===== src/rtl/wb_port_arbiter.sv =====
// Round-robin arbiter for the single register-file write-back port.
// Grants one of ALU / load / link results per cycle and registers the winning write.
module wb_port_arbiter #(
  parameter int NUM_REQ   = 3,
  parameter int RD_W      = 5,
  parameter int MAX_STALL = 15
) (
  input  logic               clk,
  input  logic               rst,
  input  logic [2:0]         req_valid,
  input  logic [RD_W-1:0]    req_rd0,
  input  logic [RD_W-1:0]    req_rd1,
  input  logic [RD_W-1:0]    req_rd2,
  output logic [2:0]         req_ready,
  input  logic               wb_stall,
  output logic               wb_valid,
  output logic               wb_we,
  output logic [RD_W-1:0]    wb_rd,
  output logic [2:0]         wb_sel,
  output logic               stall_err
);

  localparam int CNT_W = $clog2(MAX_STALL + 1);

  logic [1:0]       ptr_reg;
  logic [CNT_W-1:0] stall_cnt_reg;
  logic             wb_valid_reg;
  logic             wb_we_reg;
  logic [RD_W-1:0]  wb_rd_reg;
  logic [2:0]       wb_sel_reg;
  logic             stall_err_reg;

  logic [RD_W-1:0]    rd_arr   [NUM_REQ];
  logic [1:0]         cand_idx [NUM_REQ];
  logic [NUM_REQ-1:0] cand_hit;
  logic [1:0]         winner;
  logic [2:0]         winner_sel;
  logic               stalled;
  logic               accept;

  assign rd_arr[0] = req_rd0;
  assign rd_arr[1] = req_rd1;
  assign rd_arr[2] = req_rd2;

  // Candidate gi is the requester sitting gi places after the pointer (mod 3).
  genvar gi;
  generate
    for (gi = 0; gi < NUM_REQ; gi++) begin : g_cand
      logic [2:0] sum;
      assign sum          = {1'b0, ptr_reg} + 3'(gi);
      assign cand_idx[gi] = (sum >= 3'd3) ? 2'(sum - 3'd3) : sum[1:0];
      assign cand_hit[gi] = req_valid[cand_idx[gi]];
    end
  endgenerate

  always_comb begin
    winner = cand_idx[0];
    for (int k = NUM_REQ - 1; k >= 0; k--) begin
      if (cand_hit[k]) winner = cand_idx[k];
    end
  end

  assign stalled    = wb_valid_reg && wb_stall;
  assign accept     = !rst && !stalled && (|req_valid);
  assign winner_sel = {winner == 2'd2, winner == 2'd1, 1'b1};

  generate
    for (gi = 0; gi < NUM_REQ; gi++) begin : g_ready
      assign req_ready[gi] = accept && (winner == 2'(gi));
    end
  endgenerate

  always_ff @(posedge clk) begin
    if (rst) begin
      ptr_reg      <= 2'd0;
      wb_valid_reg <= 1'b0;
      wb_we_reg    <= 1'b0;
      wb_rd_reg    <= '0;
      wb_sel_reg   <= 3'b000;
    end else if (accept) begin
      ptr_reg      <= (winner == 2'd2) ? 2'd0 : winner + 2'd1;
      wb_valid_reg <= 1'b1;
      wb_we_reg    <= (rd_arr[winner] != '0);
      wb_rd_reg    <= rd_arr[winner];
      wb_sel_reg   <= winner_sel;
    end else if (!stalled) begin
      // Idle drains the stage but leaves wb_rd at its last value.
      wb_valid_reg <= 1'b0;
      wb_we_reg    <= 1'b0;
      wb_sel_reg   <= 3'b000;
    end
  end

  always_ff @(posedge clk) begin
    if (rst) begin
      stall_cnt_reg <= '0;
      stall_err_reg <= 1'b0;
    end else if (stalled) begin
      if (stall_cnt_reg != CNT_W'(MAX_STALL)) stall_cnt_reg <= stall_cnt_reg + 1'b1;
      if (stall_cnt_reg >= CNT_W'(MAX_STALL - 1)) stall_err_reg <= 1'b1;
    end else begin
      stall_cnt_reg <= '0;
    end
  end

  assign wb_valid  = wb_valid_reg;
  assign wb_we     = wb_we_reg;
  assign wb_rd     = wb_rd_reg;
  assign wb_sel    = wb_sel_reg;
  assign stall_err = stall_err_reg;

endmodule


===== config.mk =====
export PLATFORM = sky130hd
export DESIGN_NAME = wb_port_arbiter
export DESIGN_NICKNAME = d
export VERILOG_FILES = /design/src/rtl/wb_port_arbiter.sv
export SDC_FILE = /design/constraint.sdc
export NUM_CORES = 1
export LEC_CHECK = 0
export ABC_AREA = 0
export CAP_MARGIN = 20
export CORE_MARGIN = 4
export CORE_UTILIZATION = 47
export DETAILED_ROUTE_END_ITERATION = 10
export GPL_TIMING_DRIVEN = 0
export MAX_ROUTING_LAYER = met4
export PLACE_DENSITY = 0.81
export SYNTH_ARGS = -nofsm -noshare
export SYNTH_HDL_FRONTEND = slang
export SYNTH_SLANG_ARGS = --single-unit
export TNS_END_PERCENT = 1

===== constraint.sdc =====
create_clock -name clk -period 2.49 [get_ports clk]
set_input_delay 0.498 -clock clk [delete_from_list [all_inputs] [get_ports clk]]
set_output_delay 0.498 -clock clk [all_outputs]
set_load 0.02 [all_outputs]

== After elaboration in Yosys (flattened, before gate mapping) ==
Cells that the tools add are included.
Word-level totals
  word-level logic and storage cells: 62
  bits of input ports: 21
  output and inout bits: 14
  bits in registers: 17
Cells by class
  muxes and demuxes: 21
  reductions and logical operators: 13
  $add $sub $neg: 7
  bitwise operators: 2
  equality and inequality tests: 4
  magnitude comparators: 8
Operator list (number)
  $mux 2: 7
  $bmux 5 s2: 1
  $mux 5: 2
  $lt 2x3->1 const B: 3
  $bmux 1 s2: 3
  $ge 3x2->1 const B: 2
  $logic_and 1x1->1: 6
  $mux 1: 6
  $mux 3: 2
  $sub 2x2->2 const B: 3
  $reduce_bool 5->1: 1
  $add 4x1->4 const B: 1
  $ge 4x4->1 const B: 1
  $ne 4x4->1 const B: 1
  $add 2x1->3 const B: 1
  $add 2x2->3 const B: 1
  $ge 3x3->1 const B: 1
  $not 2->3: 1
  $reduce_or 3->1: 1
  $add 2x1->2 const B: 1
  $eq 2x1->1 const B: 1
  $eq 2x2->1 const B: 1
  $ge 2x2->1 const B: 1
  $logic_not 1->1: 2
  other kinds (5): 5

== Depth between registers and ports, before layout ==
  depth after elaboration: 14
  gate-level depth with buffers: 11
  depth with buffers taken out: 9

== Worst setup path before layout ==
Ideal clock, no wire load.
  path kind: reg2out
  start: reg ptr_reg[0]
  end: out req_ready[1]
  path slack: -0.199 ns
  buffers on the path: 1
  data arrival time: 2.191 ns
  stages on the path, launching flop included: 9
  data required time: 1.992 ns
  cells stage by stage: dfxtp_1 inv_1 ha_1 buf_2 a21bo_2 a21oi_1 a211oi_1 or3_1 nor3_1
On the way
  cells in the longest elaborated chain, start to end: 10
  elaborated cells on any way between the ends: 22
  classes of those cells: add/sub: 5; order compare: 3; eq/ne: 1; mux: 12; reduce/logical: 1
Ends and longest elaborated chain
  from (decl): line 25  | logic [1:0] ptr_reg;
  from (signal assigned): line 81  | ptr_reg <= (winner == 2'd2) ? 2'd0 : winner + 2'd1;
  $add 2x2->3: line 50  | assign sum = {1'b0, ptr_reg} + 3'(gi);
  $ge 3x2->1 or $sub 2x2->2 (tied branches): line 51  | assign cand_idx[gi] = (sum >= 3'd3) ? 2'(sum - 3'd3) : sum[1:0];
  $mux 2: line 51
  $bmux 1 s2: line 52  | assign cand_hit[gi] = req_valid[cand_idx[gi]];
  $mux 1 (implied by the code): line 52
  $mux 2 (2 in series): line 59  | if (cand_hit[k]) winner = cand_idx[k];
  $mux 2 *: line 59
  $eq 2x1->1 *: line 69  | assign req_ready[gi] = accept && (winner == 2'(gi));
  $logic_and 1x1->1 *: line 69
  to (decl): line 14  | output logic [2:0] req_ready,
Every way passes the cells marked *; elsewhere a longest branch is shown, timed or not. The select of a mux whose other input is x is not followed.

== Worst setup path in the final report ==
  start: reg ptr_reg[1]
  end: out req_ready[1]
Same word-level chain as after synthesis.

==> impl_metrics.ini <==
[yosys]
synth_simple_gate_area_share = 0.2593
syn_area_mm2 = 0.001172
ys_seq_area_frac = 0.2732
ys_warn_count = 0
yosysTopAreaCell = dfxtp_1
synth_top_family_by_area = compound AO/OA/AOI/OAI gates
netlist.area_leader.share = 0.2732
synth-compound-area-share = 0.2988
synth_cells = 141
ys_seq_elements = 16
ys.flop_type = dfxtp_1
ys_top_cells_by_area = dfxtp_1 (27%), ha_1 (5.3%), nor2_1 (3.8%)
synth_fa_ha_area_frac = 0.05336
ys_async_sr_fraction = 0
yosysUniqueCellTypes = 47
syn_area_per_cell_um2 = 8.315
synthMuxAreaShare = 0.03629
syn_nets = 167
synth_xor_area_frac = 0.007471
synth_edf_count = 0

[critical_path]
crit_required_ns = 1.99
critPathArrivalTime_ns = 2.29
path_class = reg -> out
r2r-start = ptr_reg[0]$_SDFFE_PP0P_
cp-end-kind = output pin
r2r_cells = 13
rr_endpoint = wb_we$_SDFFE_PP0P_
r2r_setup_slack_ns = -0.17
crit_fanout = 5
critPathLaunchType = register

[timing]
finalCritPeriodShare = 1.121
final_max_slew_viol_count = 0
setup_slack_ns = -0.3011
hold_viol = 0
skew_ns = 0.003513
rsz0062_at_grt = true
setup-violations-final = 7
worst-slew-pin-transition_ns = 0.4488
max-slew-margin-rel = 0.7008
period_needed_ns = 2.791
fmax_mhz = 358.3

[final_layout]
largest_reg_flops = 5
final_cells = 225
fin_area_mm2 = 0.001959
area_delta_synth_final_pct = 67.13
final_nets = 224
n_antenna_cell = 0
drive_gt1_frac = 0.3553

[power_and_ir_drop]
p_per_area_mw_per_mm2 = 1334
ir_worst_vdd_uv = 937.2
p_leak_nw = 0.7861

[drt]
vias = 1435
drc = 0
ant_nets = 0
via_per_inst = 6.378
routedWlPerCell_um = 20.53
drtIter0Drc = 145
wl_um = 4619
drt_first_pass_iters = 4

[clocking]
clockRootBuffer = clkbuf_4
cts.reportedPaths.clkPinSlew_ns = 0.10
clk_latency_ns = 0.30
cts_tree = done
cts_sinks = 16
cts_hold_buf = 0
numCtsBuffers = 3
cts_max_level = 1
clockBufferDepth = 2

[min_path]
hold_class = reg -> reg
hold_path_end = wb_sel[2]$_SDFFE_PP0P_
whs_path_depth = 1
hp-start = wb_sel[2]$_SDFFE_PP0P_

[floorplanning]
core-area_mm2 = 0.002297
die_area_mm2 = 0.003358
start_util = 0.5103
io_pins = 35
die_w_um = 57.95
die_h_um = 57.95
rows = 17

[grt]
grt_usage = 0.2611
grt_antenna_before_repair = 0
first_global_vias = 1391
grt_start_max_net_pins = 11
gr-total-overflow = 0
grt_pass1_wl_um = 6534

[placed_design]
port_buffers = 34
place.gp.congestion = 0.8505
dpl.hpwl_um = 2463
dpl_cell_area_mm2 = 0.001553
dp_cells = 203

[run]
cap_violations = 0

[outcome]
status = finished, violations left
violations = negative setup slack
[report_power, final]
part	switching (W)	internal (W)	total, W	leakage (nW)
logic	0.00101	0.00104	0.00204	0.632
clock network	0.0000899	0.0000893	0.000179	0.0210
registers	0.0000581	0.000333	0.000391	0.133
[placed cells by master, fill, tap and decap left out, types with 3 or more instances in the layout]
| cell type | n |
|---|---|
| clkdlybuf4s50_1 | 28 |
| buf_4 | 18 |
| dfxtp_1 | 14 |
| nor2_1 | 11 |
| nand2_1 | 7 |
| nand3_1 | 6 |
| a21oi_1 | 6 |
| buf_6 | 5 |
| o21ai_0 | 5 |
| inv_1 | 5 |
| nand2b_1 | 4 |
| nor2b_1 | 4 |
| nor3_1 | 4 |
| o221ai_1 | 4 |
| a21o_1 | 3 |
| o211ai_2 | 3 |
| o2111ai_2 | 3 |
| o211ai_1 | 3 |
| ha_1 | 3 |
| clkbuf_4 | 3 |
| dlygate4sd2_1 | 3 |
[kinds of logic (layout without fill, tap and decap cells)]
kind of cell	after synthesis	after routing
mux	4	4
fa+ha+maj	5	5
simple gates	54	54
xor+xnor	1	1
flops	16	16
buf+inv	16	72
compound gates	45	45
[how the worst max path moves through the flow]
stage                                       start           end  slack [ns]  cells past startpoint
after global routing      ptr_reg[0]$_SDFFE_PP0P_  req_ready[1]       -0.37                     10
final                     ptr_reg[1]$_SDFFE_PP0P_  req_ready[1]       -0.30                      8
after detailed placement             req_valid[2]  req_ready[0]       -1.01                      8
after global placement               req_valid[2]  req_ready[2]       -0.95                      8
after CTS                 ptr_reg[1]$_SDFFE_PP0P_  req_ready[1]       -0.25                      8
after floorplan           ptr_reg[0]$_SDFFE_PP0P_  req_ready[0]       -0.02                      8
[routing by layer]
layer	wire, um	share of wire	global-route usage
met3	240	0.052	0.08018
met5	0	0	-
met4	177	0.038	0.1126
met1	1875	0.41	0.2867
met2	2326	0.50	0.4339
[synthesized netlist by cell type, types with 2 or more instances]
library cell / number
o21ai_0: 6
o211ai_1: 3
o221ai_1: 4
mux2i_1: 2
a211oi_1: 3
buf_4: 2
nand2b_1: 4
dfxtp_1: 16
a21o_1: 3
mux2_2: 2
nor2_1: 12
clkbuf_1: 3
nand3_1: 6
nor3_1: 6
inv_1: 7
buf_6: 2
nor2b_1: 5
o31a_1: 2
a21oi_1: 7
o2111ai_1: 5
nand2_1: 8
o211ai_2: 3
or3_1: 2
ha_1: 5
[through the flow]
stage | power (W) | setup slack, ns | TNS (ns) | utilization | hold WS [ns]
floorplan | 0.001238 | -0.02162 | -0.03950 | - | 0.4832
finish | 0.002613 | -0.3011 | -1.165 | 0.8529 | 0.4729
global route | 0.002734 | -0.3735 | -1.766 | 0.8529 | 0.5101
detailed placement | 0.001594 | -1.006 | -4.666 | 0.6759 | 0.4548
CTS | 0.002359 | -0.2470 | -0.7881 | 0.8137 | 0.4783
global placement | 0.001546 | -0.9533 | -4.090 | 0.6759 | 0.4392
[critical path: stages (launching register included)]
cell and delay (ns):
dfxtp_4 0.39, ha_4 0.26, buf_8 0.13, a21bo_4 0.21
a21oi_4 0.17, a211oi_4 0.07, or3_4 0.42, nor3_4 0.18
buf_6 0.15
[timing repair]
| action | 4_1_cts | 5_1_grt |
|---|---|---|
| pin swaps | 15 | 10 |
| endpoints found under the hold margin | 0 | 0 |
| buffers inserted | 15 | 3 |
| cloned | 2 | 0 |
| setup endpoints to repair | 4 | 8 |
| resized for setup | 51 | 15 |
[area by class of cell]
type	count	area [um2]
repair buffers	54	516.7
clock buffers	4	36.28
plain buffers	7	60.06
fillers	123	337.8
inverters	7	28.78
multi-input cells	109	957.2
flip-flops and latches	16	325.3
well taps	28	35.03
No activity file was read; power rests on OpenSTA's default activity.
